File: config.mk
export PLATFORM = sky130hd
export DESIGN_NAME = hazard_scoreboard
export DESIGN_NICKNAME = d
export VERILOG_FILES = /design/src/rtl/hazard_scoreboard_pkg.sv /design/src/rtl/sb_reg_counter.sv /design/src/rtl/hazard_scoreboard.sv
export SDC_FILE = /design/constraint.sdc
export NUM_CORES = 1
export LEC_CHECK = 0
export CORE_AREA = 2 2 135 98
export DETAILED_ROUTE_END_ITERATION = 10
export DIE_AREA = 0 0 137 100
export DONT_BUFFER_PORTS = 1
export SETUP_SLACK_MARGIN = 0.1
export SLEW_MARGIN = 20
export SYNTH_ARGS = -nofsm -noshare
export SYNTH_HDL_FRONTEND = slang
export SYNTH_SLANG_ARGS = --single-unit
File: constraint.sdc
create_clock -name clk -period 6.1 [get_ports clk]
set_clock_uncertainty 0.1 [all_clocks]
set_input_delay 1.22 -clock clk [delete_from_list [all_inputs] [get_ports clk]]
set_output_delay 1.22 -clock clk [all_outputs]
set_load 0.02 [all_outputs]
File: src/rtl/hazard_scoreboard_pkg.sv
// hazard_scoreboard_pkg: default sizing, pending-counter width derivation and register index type
package hazard_scoreboard_pkg;
  localparam int NUM_REGS_D = 32;
  localparam int REG_AW_D = 5;
  localparam int MAX_INFL_D = 3;
  typedef logic [REG_AW_D-1:0] reg_idx_t;
  function automatic int cw_of(input int max_infl);
    return $clog2(max_infl + 1);
  endfunction
endpackage

File: src/rtl/sb_reg_counter.sv
// sb_reg_counter: one register's pending-write counter with same-cycle retire bypass
module sb_reg_counter #(
  parameter int MAX_INFL = 3,
  parameter int CW = 2
) (
  input  logic clk,
  input  logic rst,
  input  logic i_clr,
  input  logic i_inc,
  input  logic i_dec,
  output logic o_zero,
  output logic o_full,
  output logic o_err
);
  logic [CW-1:0] r_cnt;
  logic [CW-1:0] w_eff;
  logic w_nz;
  assign w_nz = r_cnt != '0;
  // retire is applied before the issue-side view, and never drives the count below zero
  assign w_eff = r_cnt - CW'(i_dec && w_nz);
  assign o_zero = w_eff == '0;
  assign o_full = w_eff == CW'(MAX_INFL);
  assign o_err = (i_dec && !w_nz) || (i_inc && o_full);
  always_ff @(posedge clk)
    if (rst || i_clr) r_cnt <= '0;
    else r_cnt <= (i_inc && !o_full) ? w_eff + 1'b1 : w_eff;
endmodule

File: src/rtl/hazard_scoreboard.sv
// hazard_scoreboard: issue-stage RAW/branch/full hazard unit built on per-register pending counters.
// Optional HAZARD_STALL_STATS_EN adds saturating raw/branch stall cycle counters.
module hazard_scoreboard
  import hazard_scoreboard_pkg::*;
#(
  parameter int NUM_REGS = NUM_REGS_D,
  parameter int REG_AW = REG_AW_D,
  parameter int MAX_INFL = MAX_INFL_D,
  parameter bit R0_ZERO = 1'b1
) (
  input  logic              clk,
  input  logic              rst,
  input  logic              issue_valid,
  input  logic              issue_rs1_en,
  input  logic [REG_AW-1:0] issue_rs1,
  input  logic              issue_rs2_en,
  input  logic [REG_AW-1:0] issue_rs2,
  input  logic              issue_rd_en,
  input  logic [REG_AW-1:0] issue_rd,
  input  logic              issue_branch,
  input  logic              wb_valid,
  input  logic [REG_AW-1:0] wb_rd,
  input  logic              br_resolve,
  input  logic              flush,
  output logic              stall,
  output logic              issue_fire,
  output logic              sb_error
`ifdef HAZARD_STALL_STATS_EN
  ,
  output logic [31:0]       raw_stall_cnt,
  output logic [31:0]       br_stall_cnt
`endif
);
  localparam int CW = cw_of(MAX_INFL);
  logic [NUM_REGS-1:0] w_inc, w_dec, w_zero, w_full, w_err;
  logic w_raw, w_full_rd, r_br, r_err;
  for (genvar g = 0; g < NUM_REGS; g++) begin : g_reg
    localparam bit T = !(R0_ZERO && g == 0);
    assign w_inc[g] = T && issue_fire && issue_rd_en && issue_rd == REG_AW'(g);
    assign w_dec[g] = T && wb_valid && wb_rd == REG_AW'(g);
    sb_reg_counter #(.MAX_INFL(MAX_INFL), .CW(CW)) u_cnt (
      .clk(clk), .rst(rst), .i_clr(flush), .i_inc(w_inc[g]), .i_dec(w_dec[g]),
      .o_zero(w_zero[g]), .o_full(w_full[g]), .o_err(w_err[g])
    );
  end
  // an untracked r0 never leaves zero, so it can never raise RAW
  assign w_raw = (issue_rs1_en && !w_zero[issue_rs1]) || (issue_rs2_en && !w_zero[issue_rs2]);
  assign w_full_rd = issue_rd_en && w_full[issue_rd];
  assign stall = issue_valid && (w_raw || r_br || w_full_rd);
  assign issue_fire = issue_valid && !stall;
  assign sb_error = r_err;
  always_ff @(posedge clk)
    if (rst) begin
      r_br <= 1'b0;
      r_err <= 1'b0;
    end else begin
      r_br <= !flush && ((issue_fire && issue_branch) || (r_br && !br_resolve));
      r_err <= r_err || (|w_err) || (br_resolve && !r_br);
    end
`ifdef HAZARD_STALL_STATS_EN
  always_ff @(posedge clk)
    if (rst) begin
      raw_stall_cnt <= '0;
      br_stall_cnt <= '0;
    end else begin
      if (issue_valid && w_raw && !(&raw_stall_cnt)) raw_stall_cnt <= raw_stall_cnt + 32'd1;
      if (issue_valid && r_br && !w_raw && !(&br_stall_cnt)) br_stall_cnt <= br_stall_cnt + 32'd1;
    end
`endif
endmodule

==> results of run 1 <==
metrics by stage:
stage                     instance area [um^2]  hold WS, ns
after detailed placement                  6190        0.505
after floorplan                           6070        0.463
after global routing                      6460        0.543
after global placement                    6180        0.483
final                                     6460        0.509
after CTS                                 6450        0.515
cells in the final DEF (no fill, tap or decap), types with 3 or more instances in the layout:
master	Yosys	final
nand2_1	155	155
nor3_1	74	73
inv_1	67	67
dfxtp_1	64	64
ha_1	62	62
mux2i_1	57	57
nor2_1	43	41
xor2_1	31	31
nand2b_1	24	24
nor2b_1	19	19
nor3_2	16	17
a21oi_1	14	14
mux4_2	12	12
nand3b_1	10	10
nor4_1	10	10
nand3_1	10	9
clkbuf_16	0	9
o31ai_1	7	7
a31oi_1	7	7
a2111oi_0	6	6
buf_4	6	6
nor3b_1	7	5
mux2_2	5	5
or2_2	4	4
o311ai_0	4	4
o22ai_1	4	4
clkinv_2	0	4
o311ai_1	3	3
or3b_2	3	3
or4_1	3	3
o31a_1	3	3
routing by layer:
| metal | track usage, % | part of all wire, % | vias to the layer above |
|---|---|---|---|
| li1 | - | - | 2690 |
| met1 | 41.7 | 44 | 2692 |
| met2 | 44.6 | 42 | 336 |
| met3 | 8.64 | 12 | 44 |
| met4 | 7.93 | 2.4 | 0 |
| met5 | 0 | 0 | - |
worst max path at each step:
stage             start    endpoint  slack, ns  cells past startpoint
2_1_floorplan  wb_rd[3]  issue_fire       0.66                     15
3_3_place_gp   wb_valid  issue_fire       0.38                     14
3_5_place_dp   wb_valid  issue_fire       0.34                     14
4_1_cts        wb_valid  issue_fire       0.32                     14
5_1_grt        wb_valid  issue_fire       0.17                     14
6_report       wb_valid  issue_fire       0.35                     14
flip-flops by register name, summed over array words and instances, names as in the netlist:
signal,count
g.u_cnt.r_cnt,62
sb_error,1
r_br,1
cells in the mapped netlist (all sizes together), types with 10 or more instances:
master | n | area share (%)
a21oi | 14 | 1.2
buf | 16 | 1.6
clkbuf | 21 | 1.3
dfxtp | 64 | 21
ha | 62 | 13
inv | 69 | 4.3
mux2i | 57 | 9.4
mux4 | 12 | 4.5
nand2 | 155 | 9.6
nand2b | 24 | 2.5
nand3 | 10 | 0.82
nand3b | 10 | 1.2
nor2 | 43 | 2.7
nor2b | 19 | 2.0
nor3 | 90 | 8.7
nor4 | 10 | 1.0
xor2 | 31 | 4.5
cell type report:
| class | instances | area (um^2) |
|---|---|---|
| sequential | 64 | 1280 |
| tap | 166 | 208 |
| clock inverter | 4 | 20.0 |
| clock buffer | 12 | 246 |
| timing repair buffer | 7 | 56.3 |
| inverter | 69 | 262 |
| fill | 1205 | 6150 |
| multi-input combinational | 618 | 4390 |
where the power goes:
group / leakage (nW) / internal, mW / switching, mW
combinational: 2.20 / 0.0350 / 0.0892
sequential: 0.516 / 0.419 / 0.00187
clock: 0.136 / 0.284 / 0.199
total: 2.85 / 0.738 / 0.290
worst max-delay path: cells and delay by family:
kind	cells	cell delay [ns]
muxes	1	0.47
AOI/OAI and AO/OA	2	0.54
and+or+nand+nor	7	1.43
adders and majority gates	2	0.43
buffers and inverters	1	0.23
xor gates and xnor gates	1	0.09
cell families (layout without fill, tap and decap cells):
| kind of cell | count (synthesis) | count (layout) |
|---|---|---|
| adders and majority gates | 62 | 62 |
| xor gates and xnor gates | 31 | 31 |
| buffers and inverters | 106 | 92 |
| DFF | 64 | 64 |
| muxes | 75 | 75 |
| AOI/OAI and AO/OA | 64 | 64 |
| and+or+nand+nor | 386 | 386 |
==> reports/qor.yml, run 1 <==
synth:
  netlist_area_um2: 6070
  synth_top_family_by_area: "simple AND/OR/NAND/NOR gates"
  synth.net_count: 880
  synth.avg_cell_area_um2: 7.71
  synth_edf_count: 0
  synth-warning-count: 0
  synth_ff_type: "dfxtp_1"
  synth-adder-area-share_pct: 12.8
  synth_seq_area_share_pct: 21.1
  synth_cell_types: 52
  synth.mux.area_fraction_pct: 15.0
  synthCells: 788
  synth-seq-cells: 64
  synth_xor_xnor_area_share_pct: 4.47
  synth_compound_area_share_pct: 7.87
  ys_async_sr_fraction_pct: 0
  synth-simple-area-share_pct: 31.6
timing:
  slew_violations: 0
  period_needed_ns: 5.75
  tns_ns: 0
  period_share_pct: 94.2
  fin_ws_ns: 0.351
  finalHoldViolCount: 0
  max_slew_margin_pct: 40.4
  rsz0062_at_grt: "no"
  fmaxAchievable_ghz: 0.174
  final-setup-viol-count: 0
  worst_pin_slew_ns: 0.889
global_route:
  grt_max_degree: 114
  grt-ovfl-total: 0
  antenna_found_initial: 0
  grt_first_pass_wirelength_um: 30800
  grt_pass1_vias: 5525
  grt_use_total_pct: 29.7
power:
  power.density_nw_per_um2: 159
  vdd_drop_max_mv: 0.136
  power_mw: 1.03
  p_leak_nw: 2.85
cells_and_area:
  final_util_pct: 51.3
  area_growth_pct: 6.47
  stdcell_count: 940
  insertedDiodeCount: 0
  final_nets: 861
  layout-drive-gt1-share_pct: 9.30
floorplanning:
  rows: 35
  fp.dieW_um: 137
  core_area_um2: 12600
  io_pins: 33
  die_h_um: 100
  initial_core_util_pct: 48.1
  die-area_um2: 13700
placement:
  port_buffers: 0
  gp_congestion: 0.967
  dp_hpwl_um: 14700
  pre_cts_slack_ns: 0.341
  dp.cells: 924
critical_path:
  cp_slowest_cell: "mux4_2"
  r2r-start: "g_reg[6].u_cnt.r_cnt[1]$_SDFF_PP0_"
  crit_chain: "nor2b_1, nand3_1, buf_4, nor3_1, ha_1, xor2_1, ha_1, mux4_2, o22ai_1, nor4_1, a41oi_1, nand3_2, nor2_2, and2_1"
  r2r_setup_slack_ns: 2.30
  worstPathRequired_ns: 4.78
  cpMostUsedCell: "ha_1"
  cp.arrival_ns: 4.43
  slowest_delay_ns: 0.47
  r2r-end: "g_reg[24].u_cnt.r_cnt[1]$_SDFF_PP0_"
  crit_path_end_kind: "output pin"
  ff2ff_path_depth: 13
  critPathLaunchType: "input port"
  cp_max_fo: 6
  path_class: "in -> out"
clock_network:
  clk_latency_ns: 0.34
  clkTransAtPathRegs_ns: 0.05
  numCtsBuffers: 9
  htree_levels: 3
  holdBufCountCts: 0
  cts_tree: "done"
  clockBufferDepth: 2
  clock_sinks: 64
  cts_resized: 0
  cts_setup_buffers: 0
  cts_root_buffer: "clkbuf_16"
routing:
  num_vias: 5762
  viasPerCell: 6.13
  first_iter_violations: 623
  drc: 0
  routed_wl_um: 19500
  drt_first_pass_iters: 5
  ant_nets: 0
  routedWlPerCell_um: 20.8
hold_path:
  min_to: "g_reg[10].u_cnt.r_cnt[1]$_SDFF_PP0_"
  hold_path_startpoint: "g_reg[10].u_cnt.r_cnt[1]$_SDFF_PP0_"
  holdPathStages: 3
  hold_class: "reg -> reg"
run_status:
  status: "complete, no violations"
job:
  max_cap_violations: 0
Power figures use the tool's default switching activity.
==> run 2, diff against run 1 <==
--- a/config.mk
+++ b/config.mk
@@ -5,6 +5,7 @@
 export SDC_FILE = /design/constraint.sdc
 export NUM_CORES = 1
 export LEC_CHECK = 0
+export ABC_AREA = 0
 export CORE_AREA = 2 2 135 98
 export DETAILED_ROUTE_END_ITERATION = 10
 export DIE_AREA = 0 0 137 100
==> results of run 2 <==
Final layout, timing and power as in run 1 (identical DEF).
